**config.mk**
```make
export PLATFORM = sky130hd
export DESIGN_NAME = mem_param
export DESIGN_NICKNAME = d
export VERILOG_FILES = /design/src/rtl/mem_param.sv
export SDC_FILE = /design/constraint.sdc
export NUM_CORES = 1
export LEC_CHECK = 0
export ABC_AREA = 0
export ABC_CLOCK_PERIOD_IN_PS = 2700
export CAP_MARGIN = 30
export CORE_MARGIN = 10
export CORE_UTILIZATION = 35
export CTS_CLUSTER_DIAMETER = 200
export CTS_CLUSTER_SIZE = 20
export DETAILED_ROUTE_END_ITERATION = 16
export PLACE_DENSITY_LB_ADDON = 0.15
export SLEW_MARGIN = 10
export SYNTH_ARGS = -nofsm -noshare
export SYNTH_HDL_FRONTEND = slang
export SYNTH_SLANG_ARGS = --single-unit
```
**constraint.sdc**
```tcl
create_clock -name Clk -period 2.7 [get_ports Clk]
set_clock_uncertainty 0.1 [all_clocks]
set_input_delay 0.675 -clock Clk [delete_from_list [all_inputs] [get_ports Clk]]
set_output_delay 0.675 -clock Clk [all_outputs]
set_load 0.005 [all_outputs]
```
**src/rtl/mem_param.sv**
```systemverilog
`default_nettype none
// ============================================================================
//  Module   : mem_param
//  Purpose  : Parametrised single-port synchronous RAM with a registered
//             read-valid strobe, write-first collisions, out-of-range
//             rejection and a hardware clear sequencer that zeroes the
//             array after reset or on request.
//  Revision : 1.0 - initial release
// ============================================================================
module mem_param #(
    parameter int DATA_W = 8,
    parameter int ADDR_W = 4,
    parameter int DEPTH  = 11
) (
    input  logic              Clk,
    input  logic              rst_n,
    input  logic              wr,
    input  logic              rd,
    input  logic [ADDR_W-1:0] addr,
    input  logic [DATA_W-1:0] Data_in,
    input  logic              clr_req,
    output logic [DATA_W-1:0] Data_out,
    output logic              rd_valid,
    output logic              busy,
    output logic              err
);

    localparam logic [0:0]        c_ST_IDLE   = 1'b0;
    localparam logic [0:0]        c_ST_CLEAR  = 1'b1;
    localparam logic [ADDR_W-1:0] c_PTR_LAST  = ADDR_W'(DEPTH - 1);
    localparam logic [ADDR_W:0]   c_DEPTH_EXT = (ADDR_W + 1)'(DEPTH);

    logic [DATA_W-1:0] r_mem [DEPTH];

    logic [0:0]        r_state;
    logic [0:0]        w_state_nxt;
    logic [ADDR_W-1:0] r_ptr;
    logic [ADDR_W-1:0] w_ptr_nxt;

    logic [DATA_W-1:0] r_dout;
    logic              r_valid;
    logic              r_err;
    logic              r_busy;

    logic              w_idle;
    logic              w_in_range;
    logic              w_do_wr;
    logic              w_do_rd;
    logic              w_reject;
    logic [DATA_W-1:0] w_rd_data;

    assign w_idle     = (r_state == c_ST_IDLE);
    // Extend by one bit so DEPTH == 2**ADDR_W compares correctly.
    assign w_in_range = ({1'b0, addr} < c_DEPTH_EXT);
    assign w_do_wr    = w_idle & wr & w_in_range;
    assign w_do_rd    = w_idle & rd & w_in_range;
    // Any access while clearing or outside the array is flagged.
    assign w_reject   = (wr | rd) & (~w_idle | ~w_in_range);
    // Single port: a simultaneous write targets the read address, so the
    // incoming data wins (write-first).
    assign w_rd_data  = wr ? Data_in : r_mem[addr];

    // State and clear pointer; reset restarts the clear from entry 0.
    always_ff @(posedge Clk or negedge rst_n) begin
        if (!rst_n) begin
            r_state <= c_ST_CLEAR;
            r_ptr   <= '0;
        end else begin
            r_state <= w_state_nxt;
            r_ptr   <= w_ptr_nxt;
        end
    end

    // Next-state logic for the clear sequencer.
    always_comb begin
        w_state_nxt = r_state;
        w_ptr_nxt   = r_ptr;
        case (r_state)
            c_ST_CLEAR: begin
                if (r_ptr == c_PTR_LAST) begin
                    w_state_nxt = c_ST_IDLE;
                    w_ptr_nxt   = '0;
                end else begin
                    w_ptr_nxt   = r_ptr + ADDR_W'(1);
                end
            end
            default: begin
                if (clr_req) begin
                    w_state_nxt = c_ST_CLEAR;
                    w_ptr_nxt   = '0;
                end
            end
        endcase
    end

    // Array write port: clear zeroes one entry per cycle, otherwise user writes.
    always_ff @(posedge Clk) begin
        if (rst_n) begin
            if (r_state == c_ST_CLEAR) begin
                r_mem[r_ptr] <= '0;
            end else if (w_do_wr) begin
                r_mem[addr] <= Data_in;
            end
        end
    end

    // Registered outputs: read data, valid strobe, error pulse and busy flag.
    always_ff @(posedge Clk or negedge rst_n) begin
        if (!rst_n) begin
            r_dout  <= '0;
            r_valid <= 1'b0;
            r_err   <= 1'b0;
            r_busy  <= 1'b1;
        end else begin
            r_valid <= w_do_rd;
            r_err   <= w_reject;
            r_busy  <= (w_state_nxt == c_ST_CLEAR);
            if (w_do_rd) begin
                r_dout <= w_rd_data;
            end
        end
    end

    assign Data_out = r_dout;
    assign rd_valid = r_valid;
    assign err      = r_err;
    assign busy     = r_busy;

endmodule
`default_nettype wire

```
### Word level (Yosys, flattened, before mapping)

Memories as Yosys holds them, arrays and structs flattened.
Index checks and enable logic that the tools add are counted.

| storage, ports and cells | value |
|---|---|
| bits in registers | 15 |
| RAM bits | 88 |
| input port bits | 17 |
| output and inout bits | 11 |
| word-level logic and storage cells | 37 |
| memories kept | 1 |

| cells by class | value |
|---|---|
| add/sub/neg operators | 1 |
| magnitude comparators | 1 |
| equality and inequality tests | 1 |
| multiplexer cells | 17 |
| bitwise logic cells | 9 |
| reductions and logical operators | 2 |

Memories:

| memory | depth | width | rd ports | clocked after memory_dff | write ports | line | text |
|---|---|---|---|---|---|---|---|
| r_mem | 11 | 8 | 1 | 0 | 1 | 33 | `logic [DATA_W-1:0] r_mem [DEPTH];` |

Operator list:

| operator | number |
|---|---|
| $mux W4 | 4 |
| $mux W8 | 2 |
| $mux W1 | 11 |
| $reduce_or A8 Y1 | 1 |
| $and A1 B1 Y1 | 5 |
| $add A4 B1 Y4 const B | 1 |
| $eq A4 B4 Y1 const B | 1 |
| $lt A4 B4 Y1 const B | 1 |
| $not A1 Y1 | 2 |
| $or A1 B1 Y1 | 2 |
| $reduce_bool A2 Y1 | 1 |

### Depth between registers and ports, before layout

Gate-level depths: netlist (run 1).

| logic depth | value |
|---|---|
| depth in word-level cells | 9 |
| mapped depth | 6 |
| mapped depth without buffers | 5 |

### Least setup slack after synthesis (run 1)

OpenSTA, ideal clock, no wires.

| timing path | value |
|---|---|
| kind | input to register |
| start point | input port addr[2] |
| end point | memory r_mem[7][0], enable pin |
| setup time | 0.383 ns |
| arrival | 2.348 ns |
| data required time | 2.217 ns |
| path slack | -0.131 ns |
| cell stages on the path | 5 |
| path buffers | 1 |
| path through | buf_2 > a21o_4 > a211oi_4 > mux2_2 > nor3_1 |

| between the ends | value |
|---|---|
| longest elaborated chain between the ends | 8 |
| elaborated cells between the ends (all ways) | 9 |
| classes of those cells | 1 x order compare; 6 x mux; 1 x bitwise; 1 x reduce/logical |

Ends and longest elaborated chain:

| item | line | text |
|---|---|---|
| from (decl) | 19 | `input logic [ADDR_W-1:0] addr,` |
| $lt A4 B4 Y1 | 54 | `assign w_in_range = ({1'b0, addr} < c_DEPTH_EXT);` |
| $and A1 B1 Y1 | 55 | `assign w_do_wr = w_idle & wr & w_in_range;` |
| $mux W1 | 101 | `end else if (w_do_wr) begin` |
| $mux W1 | 99 | `if (r_state == c_ST_CLEAR) begin` |
| $mux W1 | 98 | `if (rst_n) begin` |
| $mux W1 (not written as such) | 102 | `r_mem[addr] <= Data_in;` |
| $reduce_or A8 Y1 (no source line) | n/a |  |
| $mux W4 (no source line) / $mux W1 (equally long branches) | n/a |  |
| to (decl) | 33 |  |

Several ways; a longest one is shown, not always the timed one.

### Final worst setup path (run 1)

| timing path | value |
|---|---|
| start point | input port addr[1] |
| end point | memory r_mem[10][4], enable pin |

The elaborated chain is that of the path after synthesis.

==> summary.txt, run 1 <==
STA
  – Setup violators final: 0
  – Hold slack final: between 0.3 and 0.4 ns
  – Relative slew slack: approximately 69%
  – RSZ-0062 raised after global routing: no
  – Hold Fails Final Rpt: 0
  – Final setup TNS: 0 ns
  – Minimum clock period: 2.63 ns
  – Slew Viols, Final: 0
  – Final worst-path cycle share: 97.2%
  – Fmax: 0.381 GHz
  – Slew @ Worst Pin: around 0.46 ns

Yosys
  – Synth area leaders: edfxtp_1 61%, mux2i_1 9.2%, dfrtp_1 8.0%
  – Synth warnings: 0
  – Commonest cells post-synth: 88 x edfxtp_1, 40 x mux2i_1, 17 x nor2_1, 16 x o21ai_0
  – Main synth FF type: edfxtp_1
  – Count leader, synth: edfxtp_1
  – #FFs+latches synth: 103
  – Area leader, netlist: edfxtp_1
  – Syn Area/Cell: 14.8 um^2
  – Seq/Total Area, Yosys: 69.3%
  – Syn_nets: between 300 and 400
  – Area share of the largest cell type after synthesis: 60.7%
  – EDFF count, synth: just under 90
  – Post-synthesis cell type count: 43
  – Async SR Flop Fraction: 14.6%
  – Mapped Area: 4360 um^2
  – Synth Instances: 295

Placement
  – Hpwl dp: 7.76 mm
  – Area after DPL: about 5200 um^2
  – Routability cong.: 0.864
  – IO Port Bufs: 27

GRT
  – Met1 usage in global routing: 15.9%
  – First-pass GRT wire length: 16.4 mm
  – Number of antenna violations at the first check in global routing: 0
  – Met2 Use GR: 19.9%
  – Grt ovf: 0
  – Global Route Usage Sum: 12.3%
  – Gr busiest metal: met2
  – Number of global-route vias before repair: between 2000 and 3000
  – Pin count of the biggest net entering global routing: 35
  – Met3 Usage GRT: 3.39%

Detailed routing
  – Routed WL: 10.6 mm
  – Initial DRT Pass Iterations: 4
  – Routed len/inst: 19.3 um
  – Routed Antenna Nets: 0
  – Drt initial violations: ~200
  – Via Count: 2709
  – Via density per instance: 4.94
  – Drt drc: 0

CTS
  – Clock latency on the worst-skew pair: 0.34 ns
  – Worst-path clk slew: 0.07 ns
  – TritonCTS Buffers: 9
  – Longest Clk Path Bufs: 2
  – CTS tree: yes
  – Clock root cell: clkbuf_16
  – Hold-fix buffers, CTS: 0
  – # H-tree levels: 3
  – CTS Sinks: roughly 100

Worst setup path
  – Worst path cell trace: clkdlybuf4s50_1 > a21o_4 > a211oi_4 > buf_4 > mux2i_1 > buf_4 > nor2_1 > buf_4
  – Max incr delay on CP: 0.50 ns
  – CP max FO: 6
  – Critical Path RT: 2.66 ns
  – Critical path's top delay family: buffers and inverters
  – Worst r2r dst: r_mem[3][2]
  – Critical Path Start Type: input pin
  – Critical-path top delay cell: clkdlybuf4s50_1
  – Crit path DAT: between 2 and 3 ns
  – WS Path Type: in2reg
  – Sum of buffers and inverters on the critical path: 4
  – Critical Path End Type: flop
  – Most used cell, CP: buf_4
  – R2R setup slack: 0.61 ns
  – FF-to-FF Start: busy
  – R2R cell count: 6

Layout
  – Share of layout cells above drive strength 1: about 23%
  – Antenna cell count: 0
  – Area Growth Syn to Fin: 27.2%
  – Area of the multi-input gates: 1240 um^2
  – Total Nets Final: 394
  – Final core occ: 45.7%
  – Register area: approximately 3000 um^2
  – Fillers: 1105
  – Final Instance Area: 5540 um^2

Die
  – Boundary Pins: 28
  – Full die area: 17300 um^2
  – Starting Density: 36.0%
  – Core Area: ~12000 um^2
  – Die Ht: 132 um
  – Die Span X: 132 um
  – FP Rows: 40

Hold path
  – Hold Path Cell Cnt: 2
  – Worst hold path class: reg2reg
  – HP Start: Data_out[2]
  – Min-Delay Endpoint: Data_out[2]

Power
  – VDD IR max: roughly 460 uV
  – PD cells: 780 nW/um^2
  – Static Leak: 0.00205 uW

Run
  – Max-Cap Viols: 0

Status
  – Status: finished, final reports clean
==> stage by stage <==
stage | instances | total power, uW | setup slack [ns]
2_1_floorplan | 295 | 2530 | 0.0823
3_3_place_gp | 532 | 2990 | -0.354
3_5_place_dp | 532 | 3000 | -0.349
4_1_cts | 548 | 4350 | 0.00766
5_1_grt | 548 | 4530 | 0.00953
6_report | 548 | 4320 | 0.0744
==> repair_timing <==
item,4_1_cts,5_1_grt
resized for setup,0,7
endpoints found under the setup margin,0,38
buffers inserted,0,0
==> per-layer routing <==
| metal | vias up | wire length [um] |
|---|---|---|
| li1 | 1300 | - |
| met1 | 1347 | 4930 |
| met2 | 53 | 5090 |
| met3 | 9 | 462 |
| met4 | 0 | 96 |
| met5 | - | 0 |
==> cells in the final DEF, fill, tap and decap left out, types with 2 or more instances in the layout <==
cell / count
o211ai_1: 2
buf_12: 2
nor2_1: 15
bufinv_16: 2
clkdlybuf4s50_1: 26
o21ai_1: 2
mux2_2: 2
nand2_1: 14
clkbuf_16: 9
inv_1: 6
o21ai_0: 16
o32ai_1: 8
clkinv_2: 2
ha_1: 2
o31ai_1: 3
a31oi_1: 7
nor3_2: 3
nor2b_1: 4
clkinv_1: 2
and2_1: 8
edfxtp_1: 88
a211oi_1: 2
nor2_2: 2
o21a_1: 2
o22ai_1: 14
or3b_1: 2
or3_1: 2
buf_4: 55
nor3b_1: 2
a21oi_1: 4
dfrtp_1: 14
mux2i_1: 40
==> area by class of cell <==
type                            count  area share, %
Sequential cell                   103           54.5
Clock buffer                       10           4.13
Timing Repair Buffer               85           13.2
Multi-Input combinational cell    169           22.4
Inverter                            7          0.474
Tap cell                          168           3.79
Clock inverter                      6           1.49
==> cell families after synthesis <==
logic type,share of synthesized area [%]
flip-flops,69.3
AO/OA/AOI/OAI,10.1
AND/OR/NAND/NOR,6.78
multiplexers,10.2
buffers and inverters,2.79
adder cells (fa/ha/maj),0.574
XOR/XNOR,0.201
==> state kept, by name (all words and copies together), names as in the netlist <==
signal / cells
r_ptr: 4
r_mem: 88
rd_valid: 1
err: 1
Data_out: 8
busy: 1
==> worst register-to-register path: cells and delay by family (launching register included) <==
family / cells / cell delay, ns
AO/OA/AOI/OAI: 1 / 0.14
buffers and inverters: 3 / 0.57
flip-flops: 1 / 0.69
AND/OR/NAND/NOR: 2 / 0.29
==> worst max path at each step <==
stage | startpoint | endpoint | slack [ns] | cells after the start
2_1_floorplan | addr[2] | r_mem[4][0] | 0.08 | 5
3_3_place_gp | addr[1] | r_mem[9][4] | -0.35 | 7
3_5_place_dp | addr[1] | r_mem[9][2] | -0.35 | 7
4_1_cts | addr[1] | r_mem[9][4] | 0.008 | 7
5_1_grt | addr[1] | r_mem[5][4] | 0.01 | 8
6_report | addr[1] | r_mem[10][4] | 0.07 | 8
==> power by group <==
part	total, uW	switching, uW	internal, uW
clock	1360	546	809
combinational	878	454	424
sequential	2090	116	1970
(Power assumes the default switching activity.)
==> inputs of run 2 (changes only) <==
--- a/config.mk
+++ b/config.mk
@@ -18,3 +18,4 @@
 export SYNTH_ARGS = -nofsm -noshare
 export SYNTH_HDL_FRONTEND = slang
 export SYNTH_SLANG_ARGS = --single-unit
+export TNS_END_PERCENT = 1
==> run 2 against run 1 <==
Net effect:
- worst setup slack got worse by 0.019 ns
- critical path type unchanged
- highest routed layer unchanged
- via count decreased by 0.48%
- final cell count stayed put
- largest power group unchanged
- fmax decreased by 0.72%
- register-to-register slack better by 0.03 ns
==> summary.txt, run 2 (synthesis gave the netlist of run 1 again) <==
STA
  – Final worst-path cycle share: 97.9% (was 97.2%)
  – RSZ-0062 raised after global routing: yes (was no)
  – Setup violators final: 0 (unchanged)
  – Fmax: 0.378 GHz (was 0.381 GHz)
  – Slew Viols, Final: 0 (unchanged)
  – Relative slew slack: 69.3% (was 69.1%)
  – Final setup TNS: 0 ns (unchanged)
  – Slew @ Worst Pin: 0.459 ns (was 0.463 ns)
  – Final setup margin: 0.0555 ns (was 0.0744 ns)
  – Minimum clock period: 2.64 ns (was 2.63 ns)
  – Hold Fails Final Rpt: 0 (unchanged)

Power
  – Clock Power Share: 31.4% (about the same)
  – Share of total power in sequential cells: 48.3% (about the same)
  – Combinational share of power: 20.3% (about the same)
  – Power, Total: 4310 uW (was 4320 uW)
  – NetSw: 1110 uW (was 1120 uW)
  – Sw Share: 25.7% (was 25.8%)
  – VDD IR max: 463 uV (was 464 uV)
  – Static Leak: 0.00205 uW (about the same)
  – PD cells: 780 nW/um^2 (about the same)
  – Internal cell power: 3200 uW (about the same)

CTS
  – Longest Clk Path Bufs: 2 (unchanged)
  – Clock root cell: clkbuf_16 (unchanged)
  – Post-cts resize count: 0 (unchanged)
  – Postcts setup bufs: 0 (unchanged)
  – CTS tree: yes (unchanged)
  – Hold-fix buffers, CTS: 0 (unchanged)
  – CTS Sinks: 103 (unchanged)
  – # H-tree levels: 3 (unchanged)
  – Worst-path clk slew: 0.07 ns (about the same)
  – Clock latency on the worst-skew pair: 0.34 ns (about the same)
  – TritonCTS Buffers: 9 (unchanged)

Layout
  – Total Nets Final: 394 (unchanged)
  – Cell Count, Final, Fillers Out: 548 (unchanged)
  – Share of layout cells above drive strength 1: 22.1% (was 22.6%)
  – Most common cell after layout, fill and taps aside: edfxtp_1 (unchanged)
  – Max reg flops: 88 (unchanged)
  – Area Growth Syn to Fin: 26.9% (was 27.2%)
  – Top reg by flops: r_mem (unchanged)
  – Antenna cell count: 0 (unchanged)
  – Most frequent cells in the layout: 88 x edfxtp_1, 55 x buf_4, 40 x mux2i_1 (unchanged)

Worst setup path
  – Worst path cell trace: clkdlybuf4s50_1 > a21o_4 > buf_4 > a2111oi_1 > o2bb2ai_1 > nor2_1 > buf_4 (was clkdlybuf4s50_1 > a21o_4 > a211oi_4 > buf_4 > mux2i_1 > buf_4 > nor2_1 > buf_4)
  – Critical Path Start Type: input pin (unchanged)
  – Critical Path End Type: flop (unchanged)
  – Critical Path RT: 2.66 ns (about the same)
  – CP max FO: 5 (was 6)
  – WS Path Type: in2reg (unchanged)
  – Most used cell, CP: buf_4 (unchanged)
  – Crit path DAT: 2.60 ns (was 2.58 ns)
  – Max incr delay on CP: 0.50 ns (about the same)
  – Critical-path top delay cell: clkdlybuf4s50_1 (unchanged)
  – R2R setup slack: 0.64 ns (was 0.61 ns)

Die
  – Full die area: 17300 um^2 (unchanged)
  – Boundary Pins: 28 (unchanged)
  – Die Ht: 132 um (unchanged)
  – Die Span X: 132 um (unchanged)
  – Core Area: 12100 um^2 (unchanged)
  – FP Rows: 40 (unchanged)
  – Starting Density: 36.0% (unchanged)

Hold path
  – Worst hold path class: reg2reg (unchanged)

Detailed routing
  – Drt initial violations: 217 (was 205)
  – Routed Antenna Nets: 0 (unchanged)
  – Routed WL: 10.6 mm (about the same)
  – Via Count: 2696 (was 2709)
  – Drt drc: 0 (unchanged)
  – Routed len/inst: 19.3 um (about the same)
  – Initial DRT Pass Iterations: 4 (unchanged)
  – Via density per instance: 4.92 (was 4.94)

Placement
  – Hpwl dp: 7.76 mm (unchanged)
  – IO Port Bufs: 27 (unchanged)
  – Inst Count DP: 532 (unchanged)
  – Pre-CTS setup slack: -0.349 ns (unchanged)
  – Routability cong.: 0.864 (unchanged)

GRT
  – Grt ovf: 0 (unchanged)
  – Global Route Usage Sum: 12.3% (unchanged)
  – Number of global-route vias before repair: 2802 (unchanged)
  – First-pass GRT wire length: 16.4 mm (unchanged)
  – Number of antenna violations at the first check in global routing: 0 (unchanged)
  – Pin count of the biggest net entering global routing: 35 (unchanged)

Status
  – Status: finished, final reports clean (unchanged)

Run
  – Max-Cap Viols: 0 (unchanged)
[run 2: power by group through the flow]
stage / sequential [uW] / combinational [uW] / clock, uW
finish: 2080 / 875 / 1350
floorplan: 2100 / 438 / 0
global placement: 2110 / 873 / 0
CTS: 2090 / 878 / 1380
detailed placement: 2120 / 876 / 0
global route: 2110 / 964 / 1450
[run 2: cell type report]
| class | instances | area (um^2) |
|---|---|---|
| clock buffers | 10 | 229 |
| multi-input cells | 169 | 1230 |
| inverters | 7 | 26.3 |
| repair buffers | 85 | 729 |
| fillers | 1106 | 6580 |
| well taps | 168 | 210 |
| clock inverters | 6 | 82.6 |
| flip-flops and latches | 103 | 3020 |
[run 2: final timing paths]
check	from	depth (start not counted)	to
min in group asynchronous	rst_n	2	r_ptr[1]
max in group asynchronous	rst_n	2	busy
hold / removal	Data_out[2]	2	Data_out[2]
setup / recovery	addr[1]	7	r_mem[10][4]
setup reg to reg	busy	6	r_mem[3][2]
hold reg to reg	Data_out[2]	2	Data_out[2]
[run 2: per-stage QoR]
stage	hold WS (ns)	cell area, um^2	utilization, %
final	0.377	5530	45.6
after global routing	0.420	5530	45.6
after CTS	0.385	5510	45.5
after detailed placement	0.369	5200	42.9
after global placement	0.365	5200	42.9
after floorplan	0.279	4360	-
[run 2: layer usage]
| layer | GRT usage [%] | share of wire, % |
|---|---|---|
| met5 | 0 | 0 |
| met4 | 2.97 | 0.78 |
| met3 | 3.39 | 4.2 |
| met2 | 19.9 | 48 |
| met1 | 15.9 | 47 |
[run 2: worst max-delay path, delay by kind of cell]
family	cells	cell delay [ns]
simple gates	1	0.26
compound gates	3	0.83
buf+inv	3	0.83
==> inputs of run 3 (changes only) <==
--- a/config.mk
+++ b/config.mk
@@ -9,7 +9,7 @@
 export ABC_CLOCK_PERIOD_IN_PS = 2700
 export CAP_MARGIN = 30
 export CORE_MARGIN = 10
-export CORE_UTILIZATION = 35
+export CORE_UTILIZATION = 30
 export CTS_CLUSTER_DIAMETER = 200
 export CTS_CLUSTER_SIZE = 20
 export DETAILED_ROUTE_END_ITERATION = 16
==> run 3 against run 2 <==
Net effect:
- critical path depth unchanged
- via count decreased by 1.9%
- clock power about the same
- final area decreased by 0.34%
- non-clock buffer count decreased by 7
- first-iteration DRC count decreased by 27%
- sequential share of layout area increased by 0.19 points
- utilization decreased by 6.4 points
- combinational power decreased by 3.9%
- register-to-register slack got worse by 0.02 ns
- worst hold slack got worse by 0.0019 ns
- critical path type unchanged
- critical endpoint is now r_mem[7][5]
- highest routed layer unchanged
==> summary.txt, run 3 (synthesis gave the netlist of run 1 again) <==
Worst setup path
  – CP max FO: 8 (was 5)
  – Critical Path Start Type: input pin (unchanged)
  – Sum of buffers and inverters on the critical path: 3 (unchanged)
  – Stages on worst setup path: 7 (unchanged)
  – Max incr delay on CP: 0.45 ns (was 0.50 ns)
  – Critical Path RT: 2.66 ns (about the same)
  – Worst r2r dst: r_mem[2][4] (was r_mem[3][2])
  – Critical path's top delay family: buffers and inverters (unchanged)
  – Critical-path top delay cell: clkdlybuf4s50_1 (unchanged)
  – R2R setup slack: 0.62 ns (was 0.64 ns)
  – WS Path Type: in2reg (unchanged)
  – Worst path cell trace: clkdlybuf4s50_1 > a21o_4 > a211oi_4 > buf_4 > mux2_2 > nor3_2 > buf_4 (was clkdlybuf4s50_1 > a21o_4 > buf_4 > a2111oi_1 > o2bb2ai_1 > nor2_1 > buf_4)
  – R2R cell count: 6 (unchanged)
  – Critical Path End Type: flop (unchanged)
  – Most used cell, CP: buf_4 (unchanged)
  – Crit path DAT: 2.56 ns (was 2.60 ns)
  – FF-to-FF Start: busy (unchanged)

CTS
  – Longest Clk Path Bufs: 2 (unchanged)
  – Post-cts resize count: 0 (unchanged)
  – CTS Sinks: 103 (unchanged)
  – Hold-fix buffers, CTS: 0 (unchanged)
  – Clock root cell: clkbuf_16 (unchanged)
  – Worst-path clk slew: 0.07 ns (about the same)
  – TritonCTS Buffers: 9 (unchanged)
  – CTS tree: yes (unchanged)
  – Postcts setup bufs: 0 (unchanged)
  – Clock latency on the worst-skew pair: 0.35 ns (was 0.34 ns)
  – # H-tree levels: 3 (unchanged)

Power
  – Combinational share of power: 19.5% (was 20.3%)
  – Sw Share: 26.2% (was 25.7%)
  – NetSw: 1130 uW (was 1110 uW)
  – PD cells: 782 nW/um^2 (was 780 nW/um^2)
  – VDD IR max: 313 uV (was 463 uV)
  – Static Leak: 0.00202 uW (was 0.00205 uW)
  – Internal cell power: 3180 uW (was 3200 uW)
  – Clock Power Share: 32.1% (was 31.4%)
  – Share of total power in sequential cells: 48.4% (was 48.3%)

Die
  – Starting Density: 31.0% (was 36.0%)
  – Die Ht: 140 um (was 132 um)
  – Boundary Pins: 28 (unchanged)
  – Full die area: 19700 um^2 (was 17300 um^2)
  – FP Rows: 43 (was 40)
  – Core Area: 14000 um^2 (was 12100 um^2)
  – Die Span X: 140 um (was 132 um)

Detailed routing
  – Via Count: 2645 (was 2696)
  – WL met3: 329 um (was 449 um)
  – Post-Route M1 WL: 5.00 mm (was 4.94 mm)
  – Routed WL: 10.7 mm (was 10.6 mm)
  – Routed Antenna Nets: 0 (unchanged)
  – Routed len/inst: 19.4 um (was 19.3 um)
  – Drt initial violations: 159 (was 217)
  – Drt drc: 0 (unchanged)
  – Via density per instance: 4.79 (was 4.92)
  – WL met2: 5.19 mm (was 5.10 mm)
  – Max Used Layer: met4 (unchanged)
  – Initial DRT Pass Iterations: 4 (unchanged)

Layout
  – Area Growth Syn to Fin: 26.5% (was 26.9%)
  – Cell Count, Final, Fillers Out: 552 (was 548)
  – Area of the multi-input gates: 1230 um^2 (about the same)
  – Antenna cell count: 0 (unchanged)
  – Most common cell after layout, fill and taps aside: edfxtp_1 (unchanged)
  – Total Nets Final: 387 (was 394)
  – Fillers: 1310 (was 1106)
  – Register area: 3020 um^2 (unchanged)
  – Top reg by flops: r_mem (unchanged)
  – Max reg flops: 88 (unchanged)
  – Most frequent cells in the layout: 88 x edfxtp_1, 47 x buf_4, 40 x mux2i_1 (was 88 x edfxtp_1, 55 x buf_4, 40 x mux2i_1)
  – Share of layout cells above drive strength 1: 20.7% (was 22.1%)

GRT
  – Pin count of the biggest net entering global routing: 35 (unchanged)
  – Number of antenna violations at the first check in global routing: 0 (unchanged)
  – Grt ovf: 0 (unchanged)
  – First-pass GRT wire length: 16.6 mm (was 16.4 mm)
  – Number of global-route vias before repair: 2732 (was 2802)
  – Global Route Usage Sum: 11.1% (was 12.3%)

Hold path
  – Min-Delay Endpoint: Data_out[4] (was Data_out[2])
  – Worst hold path class: reg2reg (unchanged)
  – HP Start: Data_out[4] (was Data_out[2])
  – Hold Path Cell Cnt: 2 (unchanged)

STA
  – Final setup TNS: 0 ns (unchanged)
  – Minimum clock period: 2.60 ns (was 2.64 ns)
  – Fmax: 0.385 GHz (was 0.378 GHz)
  – Final worst-path cycle share: 96.2% (was 97.9%)
  – Slew @ Worst Pin: 0.568 ns (was 0.459 ns)
  – RSZ-0062 raised after global routing: no (was yes)
  – Setup violators final: 0 (unchanged)
  – Hold Fails Final Rpt: 0 (unchanged)
  – Slew Viols, Final: 0 (unchanged)
  – Final setup margin: 0.101 ns (was 0.0555 ns)
  – Relative slew slack: 61.8% (was 69.3%)

Placement
  – Inst Count DP: 537 (was 532)
  – Hpwl dp: 7.67 mm (was 7.76 mm)
  – Routability cong.: 0.804 (was 0.864)
  – Pre-CTS setup slack: -0.336 ns (was -0.349 ns)
  – IO Port Bufs: 27 (unchanged)

Status
  – Status: finished, final reports clean (unchanged)

Run
  – Max-Cap Viols: 0 (unchanged)
-- run 3: per-layer routing --
layer  vias up  track usage [%]
li1       1284                -
met1      1314             13.8
met2        35             17.8
met3        12             3.01
met4         0             4.51
met5         -                0
-- run 3: layout make-up --
class / instances / share of cell area, %
Sequential cell: 103 / 54.8
Tap cell: 180 / 4.09
Multi-Input combinational cell: 169 / 22.3
Clock buffer: 10 / 4.16
Timing Repair Buffer: 78 / 12.7
Inverter: 7 / 0.477
Clock inverter: 5 / 1.48
-- run 3: how the worst max path moves through the flow --
stage / from / to
finish: addr[1] / r_mem[7][5]
global route: addr[1] / r_mem[7][7]
CTS: addr[1] / r_mem[0][0]
detailed placement: addr[1] / r_mem[0][0]
global placement: addr[1] / r_mem[0][0]
floorplan: addr[2] / r_mem[4][0]
-- run 3: power by group through the flow --
stage | combinational, uW | sequential [uW] | clock, uW
floorplan | 438 | 2100 | 0
global placement | 842 | 2110 | 0
detailed placement | 848 | 2120 | 0
CTS | 849 | 2090 | 1430
global route | 935 | 2110 | 1490
finish | 841 | 2090 | 1380
-- run 3: through the flow --
step	hold slack (ns)	area, um^2	utilization [%]	power (uW)
4_1_cts	0.387	5500	39.2	4360
3_3_place_gp	0.365	5190	37.0	2960
6_report	0.375	5510	39.2	4310
3_5_place_dp	0.371	5190	37.0	2970
5_1_grt	0.415	5510	39.2	4540
2_1_floorplan	0.279	4360	-	2530
-- run 3: worst register-to-register path, cell delays in order, from the launching register on --
cell and delay (ns):
dfstp_2 0.67, nor2b_1 0.23, o21a_1 0.16, o211ai_1 0.12, buf_4 0.18, nor2_1 0.11, buf_4 0.20
